===== src/rtl/gpio_bus_arbiter.sv =====
// gpio_bus_arbiter
// Lets two masters share one GPIO register block. An idle arbiter grants one
// requester. The granted master's command is latched onto the slave port, and
// the transaction ends with a one-cycle ack. It ends on slave ready, or as an
// error if the slave does not answer within TIMEOUT wait cycles.
//
// Ports
//   clk, rst                    clock, synchronous active-high reset
//   mN_req/we/addr/wdata        master N command (held until mN_ack)
//   mN_ack/err/rdata            master N completion pulse, timeout flag, read data
//   s_sel/we/addr/wdata         slave command, stable for the whole transaction
//   s_rdata, s_ready            slave read data and completion
//   gnt                         one-hot owner, 00 when idle
//
// state | meaning
// IDLE  | no owner, arbitrating
// BUS0  | master 0 owns the slave port
// BUS1  | master 1 owns the slave port
module gpio_bus_arbiter #(
    parameter int TIMEOUT = 16
) (
    input  logic       clk,
    input  logic       rst,
    input  logic       m0_req,
    input  logic       m0_we,
    input  logic [3:0] m0_addr,
    input  logic [7:0] m0_wdata,
    input  logic       m1_req,
    input  logic       m1_we,
    input  logic [3:0] m1_addr,
    input  logic [7:0] m1_wdata,
    output logic       m0_ack,
    output logic       m0_err,
    output logic [7:0] m0_rdata,
    output logic       m1_ack,
    output logic       m1_err,
    output logic [7:0] m1_rdata,
    output logic       s_sel,
    output logic       s_we,
    output logic [3:0] s_addr,
    output logic [7:0] s_wdata,
    input  logic [7:0] s_rdata,
    input  logic       s_ready,
    output logic [1:0] gnt
);
    typedef enum logic [1:0] {
        IDLE = 2'd0,
        BUS0 = 2'd1,
        BUS1 = 2'd2
    } state_t;

    // The wait-cycle counter holds this value during the last permitted wait cycle.
    localparam logic [7:0] WAIT_LAST = 8'(TIMEOUT - 1);

    state_t     state_q, state_d;
    logic       last_gnt_q, last_gnt_d;   // 1 = m1 was served last
    logic [7:0] wait_cnt_q, wait_cnt_d;
    logic       s_we_q, s_we_d;
    logic [3:0] s_addr_q, s_addr_d;
    logic [7:0] s_wdata_q, s_wdata_d;
    logic       m0_ack_q, m0_ack_d, m1_ack_q, m1_ack_d;
    logic       m0_err_q, m0_err_d, m1_err_q, m1_err_d;
    logic [7:0] m0_rdata_q, m0_rdata_d, m1_rdata_q, m1_rdata_d;

    logic       req0_arb, req1_arb, pick0, pick1;
    logic       owner1, timeout_hit, done;
    logic [7:0] done_rdata;

    always_comb begin
        state_d    = state_q;
        last_gnt_d = last_gnt_q;
        wait_cnt_d = wait_cnt_q;
        s_we_d     = s_we_q;
        s_addr_d   = s_addr_q;
        s_wdata_d  = s_wdata_q;
        m0_ack_d   = 1'b0;
        m1_ack_d   = 1'b0;
        m0_err_d   = 1'b0;
        m1_err_d   = 1'b0;
        m0_rdata_d = m0_rdata_q;
        m1_rdata_d = m1_rdata_q;

        // A master still sees its req high during its own ack cycle, so mask it
        // there to avoid re-issuing the transaction that just finished.
        req0_arb = m0_req & ~m0_ack_q;
        req1_arb = m1_req & ~m1_ack_q;
        pick0    = req0_arb & (~req1_arb | last_gnt_q);
        pick1    = req1_arb & (~req0_arb | ~last_gnt_q);

        owner1      = (state_q == BUS1);
        timeout_hit = ~s_ready & (wait_cnt_q == WAIT_LAST);
        done        = (state_q != IDLE) & (s_ready | timeout_hit);
        done_rdata  = s_ready ? s_rdata : 8'hFF;

        case (state_q)
            IDLE: begin
                if (pick0) begin
                    state_d    = BUS0;
                    s_we_d     = m0_we;
                    s_addr_d   = m0_addr;
                    s_wdata_d  = m0_wdata;
                    wait_cnt_d = 8'd0;
                end else if (pick1) begin
                    state_d    = BUS1;
                    s_we_d     = m1_we;
                    s_addr_d   = m1_addr;
                    s_wdata_d  = m1_wdata;
                    wait_cnt_d = 8'd0;
                end
            end
            BUS0, BUS1: begin
                if (done) begin
                    state_d    = IDLE;
                    last_gnt_d = owner1;
                    if (owner1) begin
                        m1_ack_d   = 1'b1;
                        m1_err_d   = ~s_ready;
                        m1_rdata_d = done_rdata;
                    end else begin
                        m0_ack_d   = 1'b1;
                        m0_err_d   = ~s_ready;
                        m0_rdata_d = done_rdata;
                    end
                end else begin
                    wait_cnt_d = wait_cnt_q + 8'd1;
                end
            end
            default: state_d = IDLE;
        endcase
    end

    always_ff @(posedge clk) begin
        if (rst) begin
            state_q    <= IDLE;
            last_gnt_q <= 1'b1;
            wait_cnt_q <= 8'd0;
            s_we_q     <= 1'b0;
            s_addr_q   <= 4'd0;
            s_wdata_q  <= 8'd0;
            m0_ack_q   <= 1'b0;
            m1_ack_q   <= 1'b0;
            m0_err_q   <= 1'b0;
            m1_err_q   <= 1'b0;
            m0_rdata_q <= 8'd0;
            m1_rdata_q <= 8'd0;
        end else begin
            state_q    <= state_d;
            last_gnt_q <= last_gnt_d;
            wait_cnt_q <= wait_cnt_d;
            s_we_q     <= s_we_d;
            s_addr_q   <= s_addr_d;
            s_wdata_q  <= s_wdata_d;
            m0_ack_q   <= m0_ack_d;
            m1_ack_q   <= m1_ack_d;
            m0_err_q   <= m0_err_d;
            m1_err_q   <= m1_err_d;
            m0_rdata_q <= m0_rdata_d;
            m1_rdata_q <= m1_rdata_d;
        end
    end

    assign gnt      = {state_q == BUS1, state_q == BUS0};
    assign s_sel    = (state_q != IDLE);
    assign s_we     = s_we_q;
    assign s_addr   = s_addr_q;
    assign s_wdata  = s_wdata_q;
    assign m0_ack   = m0_ack_q;
    assign m1_ack   = m1_ack_q;
    assign m0_err   = m0_err_q;
    assign m1_err   = m1_err_q;
    assign m0_rdata = m0_rdata_q;
    assign m1_rdata = m1_rdata_q;

endmodule


===== config.mk =====
export PLATFORM = sky130hd
export DESIGN_NAME = gpio_bus_arbiter
export DESIGN_NICKNAME = d
export VERILOG_FILES = /design/src/rtl/gpio_bus_arbiter.sv
export SDC_FILE = /design/constraint.sdc
export NUM_CORES = 1
export LEC_CHECK = 0
export CELL_PAD_IN_SITES_DETAIL_PLACEMENT = 0
export CELL_PAD_IN_SITES_GLOBAL_PLACEMENT = 1
export CORE_UTILIZATION = 33
export DETAILED_ROUTE_END_ITERATION = 10
export PLACE_DENSITY_LB_ADDON = 0.05
export SYNTH_ARGS = -nofsm -noshare
export SYNTH_HDL_FRONTEND = slang
export SYNTH_SLANG_ARGS = --single-unit
export TNS_END_PERCENT = 5

===== constraint.sdc =====
create_clock -name clk -period 3.4 [get_ports clk]
set_input_delay 1.02 -clock clk [delete_from_list [all_inputs] [get_ports clk]]
set_output_delay 1.02 -clock clk [all_outputs]
set_load 0.01 [all_outputs]

=== After elaboration in Yosys (flattened, before gate mapping) ===
Index checks and enable logic that the tools add are counted.

* Add/subtract/negate cells: 1
* Eq/ne operators: 6
* Mux-type cells: 17
* Bitwise gates (word level): 18
* Reductions and logical operators: 14

{| class="wikitable"
|+ Operator list
! kind !! count
|-
| $mux W8 || 6
|-
| $pmux W8 S2 || 1
|-
| $not A1 Y1 || 9
|-
| $reduce_and A3 Y1 || 3
|-
| $add A8 B1 Y8 const B || 1
|-
| $eq A8 B4 Y1 const B || 1
|-
| $mux W4 || 2
|-
| $reduce_or A4 Y1 || 2
|-
| $and A1 B1 Y1 || 6
|-
| $mux W2 || 3
|-
| $reduce_and A2 Y1 || 3
|-
| $reduce_bool A2 Y1 || 3
|-
| $mux W1 || 4
|-
| $ne A2 B2 Y1 const B || 2
|-
| $pmux W2 S2 || 1
|-
| $ne A3 B3 Y1 const B || 1
|-
| $or A1 B1 Y1 || 3
|-
| $reduce_or A3 Y1 || 1
|-
| $eq A2 B1 Y1 const B || 1
|-
| $eq A2 B2 Y1 const B || 1
|-
| $logic_not A2 Y1 || 1
|-
| $reduce_or A2 Y1 || 1
|}

* Register bits after elaboration: 44
* Bits of input ports: 39
* Logic and storage cells: 68

=== Logic depth before layout (Yosys ltp) ===
* Depth after elaboration: 8
* Mapped depth: 8
* Depth with buffers taken out: 6

=== Worst setup path after synthesis ===
Ideal clock, no wire load.

* Path type: input to register
* Start point: in m1_req
* End point: reg wait_cnt_q[4]
* Data arrival time: 2.076 ns
* Data required time: 3.328 ns
* Setup slack: 1.253 ns
* Stages: 5
* Buffers on the path: 1
* Cell sequence: nor2b_1 > buf_6 > o211ai_4 > or3b_2 > mux2i_1

* Word-level cells in the longest chain between the ends: 6
* Elaborated cells on any way between the ends: 9
* Classes of those cells: eq/ne: 1; mux: 2; bitwise: 5; reduce/logical: 1

{| class="wikitable"
|+ Ends and longest elaborated chain
! what !! RTL line !! RTL
|-
| from (decl) || 28 || <nowiki>input logic m1_req,</nowiki>
|-
| $and A1 B1 Y1 * || 86 || <nowiki>req1_arb = m1_req & ~m1_ack_q;</nowiki>
|-
| $not A1 Y1 || 87 || <nowiki>pick0 = req0_arb & (~req1_arb | last_gnt_q);</nowiki>
|-
| $or A1 B1 Y1 || 87 ||
|-
| $and A1 B1 Y1 || 87 ||
|-
| $ne A3 B3 Y1 (no source line) or $mux W8 (tied branches) || -- ||
|-
| $reduce_and A3 Y1 (no source line) or $pmux W8 S2 (tied branches) || -- ||
|-
| to (signal assigned) || 149 || <nowiki>wait_cnt_q <= wait_cnt_d;</nowiki>
|-
| to (decl) || 57 || <nowiki>logic [7:0] wait_cnt_q, wait_cnt_d;</nowiki>
|}

Every way passes the cells marked *; elsewhere a longest branch is shown, timed or not.
A chain may end at the register's enable or synchronous reset.

=== Final worst setup path ===
* Start point: reg state_q[0]
* End point: out s_sel

* Word-level cells in the longest chain between the ends: 1

{| class="wikitable"
|+ Ends and longest elaborated chain
! what !! RTL line !! RTL
|-
| from (decl) || 55 || <nowiki>state_t state_q, state_d;</nowiki>
|-
| from (signal assigned) || 147 || <nowiki>state_q <= state_d;</nowiki>
|-
| $reduce_bool A2 Y1 || 163 || <nowiki>assign s_sel = (state_q != IDLE);</nowiki>
|-
| to (decl) || 38 || <nowiki>output logic s_sel,</nowiki>
|}

No other way between the ends.

==> out/results.txt <==
Outcome: finished, final reports clean
Final wirelength: 4970 um
Vias in the first global route: 1,687
Clock Latency Late Sink: 0.30 ns
Worst-margin pin slew: 0.659 ns
Antenna diodes: 0
VDD IR-drop max: 0.243 mV
Ys flop type: dfxtp_1
Highest Clock Rate: 355 MHz
Ports: 75
Synthesized Nets: 271
Layout Area Growth over Synthesis: 39.9%
Pre-CTS WS: 0.596 ns
Final Wtd Congestion: 0.723
Routed vias: 1,823
Crit share post-route: 0.829
WL per Instance: 13.3 um
Number of library cell types mapped by synthesis: 43
CTS resizes: 0
Final hold vios: 0
RSZ-0062 raised after global routing: false
Drt first pass iters: 4
Post-Syn Area: 0.00220 mm^2
DP HPWL: 3540 um
CP Data Required Time: 2.38 ns
CP Class: flip-flop to primary output
Overall power: 1.32 mW
Initial antenna violation count: 0
P_leak: 1.30 nW
Largest net degree at the start of global routing: 57
DR DRC count: 0
Global-route wire length before repair: 8440 um
Clock Skew: 0.00754 ns
Root buffer cell: clkbuf_8
Total Routing Usage GR: 0.149
Arrival time worst endpoint: 1.80 ns
Critical Path Start Type: flip-flop
Clock Path Buffers: 2
Async S/R FF share, synth: 0
Final setup margin: 0.580 ns
Clk pin slew, worst setup/hold paths: 0.09 ns
Grt ovf: 0
Die span in x: 83.7 um
Finished Layout Cells: 375
Via/cell ratio: 4.86
Seq/Total Area, Yosys: 0.400
Most numerous cell on the critical path: inv_1
Worst slew margin: 0.560
H-tree level count: 2
Share of cells above drive strength 1: 0.0872
# nets final: 341
Max-slew violations: 0
Num Clock Sinks: 44
Starting density of the core: 0.345
Number of port buffers: 74
DIE HEIGHT: 83.7 um
Post-synth EDFFs: 0
Worst path cell trace: inv_1 -> ha_1 -> inv_1 -> clkdlybuf4s50_1
Worst hold slack: 0.474 ns
# fillers: 633
Slowest stage cell, crit path: clkdlybuf4s50_1
Rows: 29
Flops & latches, synth: 44
Synth Area per Inst: 9.70 um^2
Synth Instances: 227
Max Cap Violations: 0
Area leader, netlist: dfxtp_1
Synth top area cells: dfxtp_1 (40%), mux2i_1 (15%), nand2b_1 (5.1%)
Setup bufs post-CTS: 0
Placed cell count: 367
YS warnings: 0
CTS Buf Count: 5
HP Class: flip-flop to flip-flop
Hold buffers post-CTS: 0
CORE AREA: 0.00639 mm^2
CP Max Fanout: 9
Worst setup EP type: primary output
Post-route ant nets: 0
Pwr dens: 429 mW/mm^2
Top cell type's share of synthesized area: 0.400
Final setup vio count: 0
Slowest stage delay, CP: 0.55 ns
Fin Setup TNS: 0 ns
Final min period: 2.82 ns
Die ar.: 0.00700 mm^2
Drt initial violations: 62
TritonCTS clock tree: built
==> synth_stat cells (all sizes together), types with 2 or more instances <==
master / n
dfxtp: 44
mux2i: 33
nand2b: 18
nor2: 17
a211oi: 13
inv: 13
a21o: 12
a21oi: 11
buf: 10
nand3: 8
clkbuf: 6
ha: 5
nand3b: 5
or3b: 4
nand2: 3
nor3: 3
o211ai: 3
and3: 2
nor2b: 2
o21ai: 2
o221ai: 2
==> per-stage QoR <==
stage | util | cell area, um^2
2_1_floorplan | - | 2200
3_3_place_gp | 0.468 | 2990
3_5_place_dp | 0.468 | 2990
4_1_cts | 0.483 | 3080
5_1_grt | 0.483 | 3080
6_report | 0.483 | 3080
==> worst max-delay path: cells and delay by family (launching register included) <==
kind / cells / cell delay [ns]
fa+ha+maj: 1 / 0.33
buf+inv: 3 / 0.81
flops: 1 / 0.36
==> state kept, by name, summed over array words and instances (netlist names) <==
register / flops
s_we: 1
m0_err: 1
wait_cnt_q: 8
m1_err: 1
last_gnt_q: 1
state_q: 2
m1_rdata: 8
m0_ack: 1
m0_rdata: 8
s_wdata: 8
m1_ack: 1
s_addr: 4
==> logic make-up after synthesis <==
logic type,synth area share
AOI/OAI and AO/OA,0.176
adders and majority gates,0.0284
buffers and inverters,0.0682
DFF,0.400
muxes,0.150
and+or+nand+nor,0.178
==> layout make-up <==
| type | count | area (um^2) | area share |
|---|---|---|---|
| inverter | 13 | 48.8 | 0.0158 |
| timing repair buffer | 79 | 791 | 0.257 |
| clock inverter | 1 | 7.51 | 0.00244 |
| clock buffer | 7 | 86.3 | 0.0280 |
| sequential | 44 | 881 | 0.286 |
| tap | 77 | 96.3 | 0.0313 |
| multi-input combinational | 154 | 1170 | 0.380 |
==> final timing paths <==
check / from / endpoint / slack, ns / cells past startpoint
setup / recovery: state_q[0] / s_sel / 0.58 / 4
hold / removal: m1_rdata[2] / m1_rdata[2] / 0.47 / 2
setup reg to reg: state_q[1] / m0_rdata[0] / 1.27 / 6
hold reg to reg: m1_rdata[2] / m1_rdata[2] / 0.47 / 2
==> layer usage <==
metal	vias to the layer above	routed length (um)	GRT usage
li1	938	-	-
met1	831	2410	0.207
met2	46	2150	0.210
met3	8	336	0.0534
met4	0	77	0.0555
met5	-	0	0
==> where the power goes <==
part / internal (mW) / leakage [nW] / switching, mW
sequential: 0.558 / 0.359 / 0.0244
clock: 0.165 / 0.0445 / 0.185
combinational: 0.205 / 0.897 / 0.182
==> layout by cell type (no fill, tap or decap), types with 2 or more instances in the layout <==
cell type        instances
a211oi_1                13
a21o_1                  10
a21o_2                   2
a21oi_1                 11
buf_4                    4
clkbuf_8                 6
clkdlybuf4s50_1         74
dfxtp_1                 44
ha_1                     5
inv_1                   13
mux2i_1                 33
nand2_1                  3
nand2b_1                18
nand3_1                  8
nand3b_1                 5
nor2_1                  17
nor3_1                   3
o221ai_1                 2
or3b_1                   2
or3b_2                   2
Note: power is estimated with default switching activity, not from simulation.
